==> config.mk <==
export PLATFORM = sky130hd
export DESIGN_NAME = gpr_wr_arbiter
export DESIGN_NICKNAME = d
export VERILOG_FILES = /design/src/rtl/gpr_wr_arbiter.sv
export SDC_FILE = /design/constraint.sdc
export NUM_CORES = 1
export LEC_CHECK = 0
export BUFFER_PORTS_ARGS = -buffer_cell sky130_fd_sc_hd__buf_4
export CAP_MARGIN = 30
export CORE_MARGIN = 3
export CORE_UTILIZATION = 49
export CTS_BUF_LIST = sky130_fd_sc_hd__clkbuf_8
export CTS_CLUSTER_SIZE = 30
export DETAILED_ROUTE_END_ITERATION = 7
export HOLD_SLACK_MARGIN = 0.05
export PLACE_DENSITY = 0.88
export SYNTH_ARGS = -nofsm -noshare
export SYNTH_HDL_FRONTEND = slang
export SYNTH_SLANG_ARGS = --single-unit
==> constraint.sdc <==
create_clock -name clk -period 5.29 [get_ports clk]
set_input_delay 0.2645 -clock clk [delete_from_list [all_inputs] [get_ports clk]]
set_output_delay 0.2645 -clock clk [all_outputs]
set_load 0.01 [all_outputs]
==> src/rtl/gpr_wr_arbiter.sv <==
// Two-writer arbiter in front of the GPR write/flag port: one grant per cycle,
// winner registered onto the GPR inputs, port 1 forced through after MAX_WAIT refusals.
module gpr_wr_arbiter #(
  parameter int unsigned MAX_WAIT = 3,
  parameter int unsigned CNT_W    = 16
) (
  input  logic             clk,
  input  logic             reset,
  input  logic             wb0_valid,
  input  logic [4:0]       wb0_addr,
  input  logic [31:0]      wb0_data,
  input  logic             wb0_fset,
  input  logic [31:0]      wb0_nflag,
  output logic             wb0_ready,
  input  logic             wb1_valid,
  input  logic [4:0]       wb1_addr,
  input  logic [31:0]      wb1_data,
  input  logic             wb1_fset,
  input  logic [31:0]      wb1_nflag,
  output logic             wb1_ready,
  output logic             WE,
  output logic [4:0]       AWr,
  output logic [31:0]      Din,
  output logic [1:0]       FlagOp,
  output logic [31:0]      NFlag,
  output logic [CNT_W-1:0] conflict_cnt
);

  typedef enum logic {
    WR_DIS = 1'b0,
    WR_EN  = 1'b1
  } wr_e;

  typedef enum logic [1:0] {
    FLAG_OP_DIS        = 2'd0,
    FLAG_OP_SET        = 2'd1,
    FLAG_OP_SET_AND_WR = 2'd2
  } flag_op_e;

  localparam int unsigned WW = (MAX_WAIT < 1) ? 1 : $clog2(MAX_WAIT + 1);

  logic [WW-1:0] wait_cnt;
  logic          force1;
  logic          grant0;
  logic          grant1;
  logic [4:0]    sel_addr;
  logic [31:0]   sel_data;
  logic          sel_fset;
  logic [31:0]   sel_nflag;
  wr_e           we_q;
  flag_op_e      fop_q;

  assign force1    = (wait_cnt == WW'(MAX_WAIT));
  assign grant1    = wb1_valid && (force1 || !wb0_valid);
  assign grant0    = wb0_valid && !grant1;
  assign wb0_ready = grant0;
  assign wb1_ready = grant1;
  assign WE        = we_q;
  assign FlagOp    = fop_q;

  always_comb begin
    sel_addr  = wb0_addr;
    sel_data  = wb0_data;
    sel_fset  = wb0_fset;
    sel_nflag = wb0_nflag;
    if (grant1) begin
      sel_addr  = wb1_addr;
      sel_data  = wb1_data;
      sel_fset  = wb1_fset;
      sel_nflag = wb1_nflag;
    end
  end

  always_ff @(posedge clk or posedge reset) begin
    if (reset) begin
      we_q  <= WR_DIS;
      fop_q <= FLAG_OP_DIS;
      AWr   <= '0;
      Din   <= '0;
      NFlag <= '0;
    end else if (grant0 || grant1) begin
      // $0 is never written; a flag-only update still goes through as SET
      we_q  <= (sel_addr != '0) ? WR_EN : WR_DIS;
      if (!sel_fset)
        fop_q <= FLAG_OP_DIS;
      else if (sel_addr != '0)
        fop_q <= FLAG_OP_SET_AND_WR;
      else
        fop_q <= FLAG_OP_SET;
      AWr   <= sel_addr;
      Din   <= sel_data;
      NFlag <= sel_nflag;
    end else begin
      we_q  <= WR_DIS;
      fop_q <= FLAG_OP_DIS;
    end
  end

  // force1 always grants port 1, so the increment can never pass MAX_WAIT
  always_ff @(posedge clk or posedge reset) begin
    if (reset)
      wait_cnt <= '0;
    else if (wb1_valid && grant0)
      wait_cnt <= wait_cnt + 1'b1;
    else
      wait_cnt <= '0;
  end

  always_ff @(posedge clk or posedge reset) begin
    if (reset)
      conflict_cnt <= '0;
    else if (wb0_valid && wb1_valid && (conflict_cnt != '1))
      conflict_cnt <= conflict_cnt + 1'b1;
  end

endmodule

==> results_dict.tcl <==
set metrics [dict create \
    status "complete, no violations" \
    finalHoldWorstSlack_ps 53.9 \
    antennaDiodeCount 0 \
    die_w_um 97.1 \
    cp_top_family "simple AND/OR/NAND/NOR gates" \
    crit_path_cell_trace "ha_1 > nand4_2 > nor4_4 > nor2_1 > mux2_1" \
    p_int_mw 1.34 \
    synth.distinct_cells 33 \
    critical_path_required_ps 5520 \
    tightest_slew_ps 829 \
    worstPathMaxFanout 11 \
    syn-cell-area_um2 4070 \
    power_frac_comb 0.252 \
    ctsHoldBuffers 0 \
    cts_htree_levels 3 \
    fin_skew_ps 12.4 \
    core-area_um2 7890 \
    switching_share 0.275 \
    insertion_delay_ps 340 \
    slowest_stage "nor4_4" \
    cts_buffers 9 \
    io_buffers 233 \
    wirelength_mm 12.2 \
    firstDrtPassIters 5 \
    clockBufferDepth 2 \
    grt_max_degree 79 \
    period_share 0.425 \
    ir_worst_vdd_mv 0.184 \
    first_iter_violations 151 \
    p_total_mw 1.85 \
    start_util 0.516 \
    clkPwrFrac 0.287 \
    syn_avg_cell_area_um2 12.3 \
    dieHeight_um 97.1 \
    drive_above_1_share 0.477 \
    setup_viol 0 \
    vias_per_cell 5.65 \
    holdCritPathClass "in -> async" \
    pre_cts_slack_ps 3050 \
    max_freq_mhz 444 \
    layout_setup_ws_ps 3040 \
    max_stage_delay_ps 680 \
    slew_headroom 0.447 \
    seqPwrFrac 0.461 \
    grt_pass1_vias 3881 \
    row_count 32 \
    io_pins 234 \
    rsz0062_at_grt "no" \
    ys_seq_elements 90 \
    clock-sinks 90 \
    ys_seq_area_frac 0.554 \
    drc 0 \
    nets 703 \
    area_growth_pct 51.2 \
    cts_setup_buffers 0 \
    gp_congestion 0.867 \
    p_sw_uw 508 \
    crit_path_start_kind "flop" \
    crit_buf_inv 0 \
    met2_length_mm 6.37 \
    highest_layer "met4" \
    post_cts_resized 0 \
    cp-end-kind "flop" \
    antenna_found_initial 0 \
    yosysWarnings 0 \
    dr_total_vias 3743 \
    cts_tree "yes" \
    hpwlAfterDp_mm 8.93 \
    drt-met1-wl_mm 4.48 \
    ant_nets 0 \
    grt_pass1_wl_mm 19.3 \
    num-fill-cells 513 \
    p_per_area_nw_per_um2 301 \
    critical_path_arrival_ps 2480 \
    setup_tns_ps 0 \
    static-leakage-power_nw 3.37 \
    hold_viol 0 \
    period_needed_ps 2250 \
    clkTransAtPathRegs_ps 90 \
    multiInputGateArea_um2 1710 \
    synthesis.nets 477 \
    worst-setup-path-type "reg -> reg" \
    grt_overflow 0 \
    maxSlewViolCount 0 \
    dr_wl_met3_um 990 \
    die_area_um2 9430 \
    regArea_um2 2250 \
    avgRoutedWirePerCell_um 18.4 \
    drv_cap 0 \
    synthCells 331 \
    clockRootBuffer "clkbuf_8" \
    grtUsageTotal 0.252 \
]
-- logic make-up (layout without fill, tap and decap cells) --
kind of cell | Yosys count | count (layout) | share of synthesized area
xor+xnor | 14 | 14 | 0.0301
simple gates | 53 | 53 | 0.0874
flops | 90 | 90 | 0.554
compound gates | 134 | 134 | 0.264
mux | 10 | 10 | 0.0255
buf+inv | 28 | 257 | 0.0332
fa+ha+maj | 2 | 2 | 0.00615
-- final timing paths --
| check | slack, ps | start | end | cells after the start |
|---|---|---|---|---|
| hold reg to reg | 470 | wait_cnt[0] | wait_cnt[0] | 1 |
| max in group asynchronous | 4610 | reset | conflict_cnt[5] | 4 |
| setup / recovery | 3040 | conflict_cnt[0] | conflict_cnt[1] | 5 |
| hold / removal | 50 | reset | Din[18] | 3 |
| setup reg to reg | 3040 | conflict_cnt[0] | conflict_cnt[1] | 5 |
| min in group clk | 110 | wb0_nflag[30] | NFlag[30] | 2 |
-- power by group through the flow --
| stage | combinational [mW] | clock [mW] | sequential (mW) |
|---|---|---|---|
| final | 0.466 | 0.531 | 0.853 |
| after global routing | 0.502 | 0.574 | 0.863 |
| after CTS | 0.473 | 0.542 | 0.851 |
| after floorplan | 0.166 | 0 | 0.887 |
| after detailed placement | 0.472 | 0 | 0.861 |
| after global placement | 0.452 | 0 | 0.860 |
-- sequential cells by signal (all words and copies together) (netlist names) --
register and cells:
AWr 5, WE 1, Din 32, wait_cnt 2
FlagOp 2, conflict_cnt 16, NFlag 32
-- cells in the mapped netlist --
| library cell | n | area, µm² |
|---|---|---|
| nor4_2 | 3 | 37.5 |
| nand4_1 | 2 | 12.5 |
| nand4b_1 | 1 | 8.76 |
| o21ai_0 | 5 | 25.0 |
| nand3_1 | 7 | 35.0 |
| a21boi_1 | 1 | 7.51 |
| buf_6 | 2 | 22.5 |
| nor4b_1 | 2 | 17.5 |
| a22o_1 | 64 | 561 |
| nor4_1 | 1 | 6.26 |
| buf_1 | 2 | 7.51 |
| dfrtp_1 | 90 | 2250 |
| nor2_1 | 8 | 30.0 |
| xor2_1 | 11 | 96.3 |
| nor4b_2 | 1 | 15.0 |
| xnor2_1 | 3 | 26.3 |
| nand2_1 | 9 | 33.8 |
| nand4_2 | 2 | 25.0 |
| mux2_2 | 2 | 22.5 |
| nand2_2 | 1 | 6.26 |
| and3_1 | 1 | 6.26 |
| nor3b_1 | 2 | 15.0 |
| ha_1 | 2 | 25.0 |
| clkbuf_1 | 8 | 30.0 |
| a21o_1 | 64 | 480 |
| mux2i_1 | 7 | 70.1 |
| or4_1 | 2 | 15.0 |
| inv_1 | 4 | 15.0 |
| nor3_1 | 8 | 40.0 |
| mux2_1 | 1 | 11.3 |
| nor4_4 | 2 | 42.5 |
| buf_2 | 12 | 60.1 |
| or2_4 | 1 | 8.76 |
-- worst reg2reg max path, cell delays in order (launching register included) --
cell	delay (ps)
dfrtp_1	450
ha_1	230
nand4_2	230
nor4_4	680
nor2_1	190
mux2_1	350
-- routing by layer --
metal  GRT usage  vias to the layer above
li1            -                     1686
met1       0.292                     1836
met2       0.444                      196
met3      0.0682                       25
met4      0.0972                        0
met5           0                        -
-- final cells by class --
type | count | share of cell area
inverters | 4 | 0.00264
flip-flops and latches | 90 | 0.366
clock buffers | 9 | 0.0201
clock inverters | 5 | 0.0159
well taps | 102 | 0.0207
multi-input cells | 213 | 0.277
repair buffers | 239 | 0.297
-- cell usage in the layout, fill, tap and decap left out, types with 2 or more instances in the layout --
master     Yosys  layout
clkbuf_8       0       9
or4_1          2       2
nor4b_1        2       2
o21ai_0        5       5
mux2_2         2       2
ha_1           2       2
nor4_2         3       3
a21o_1        64      64
bufinv_16      0       3
buf_4          0     237
nand3_1        7       7
xnor2_1        3       3
nor3_1         8       8
nor2_4         0       2
nand4_2        2       2
inv_1          4       5
nand2_1        9       9
a22o_1        64      64
dfrtp_1       90      90
xor2_1        11      11
nand4_1        2       2
nor3b_1        2       2
mux2i_1        7       7
nor2_1         8       6
nor4_4         2       2
-- stage by stage --
step / utilization / area (µm²) / std cells
2_1_floorplan: - / 4070 / 331
5_1_grt: 0.780 / 6150 / 662
3_3_place_gp: 0.746 / 5880 / 646
6_report: 0.780 / 6150 / 662
4_1_cts: 0.780 / 6150 / 662
3_5_place_dp: 0.752 / 5930 / 648
No activity file was read; power rests on OpenSTA's default activity.
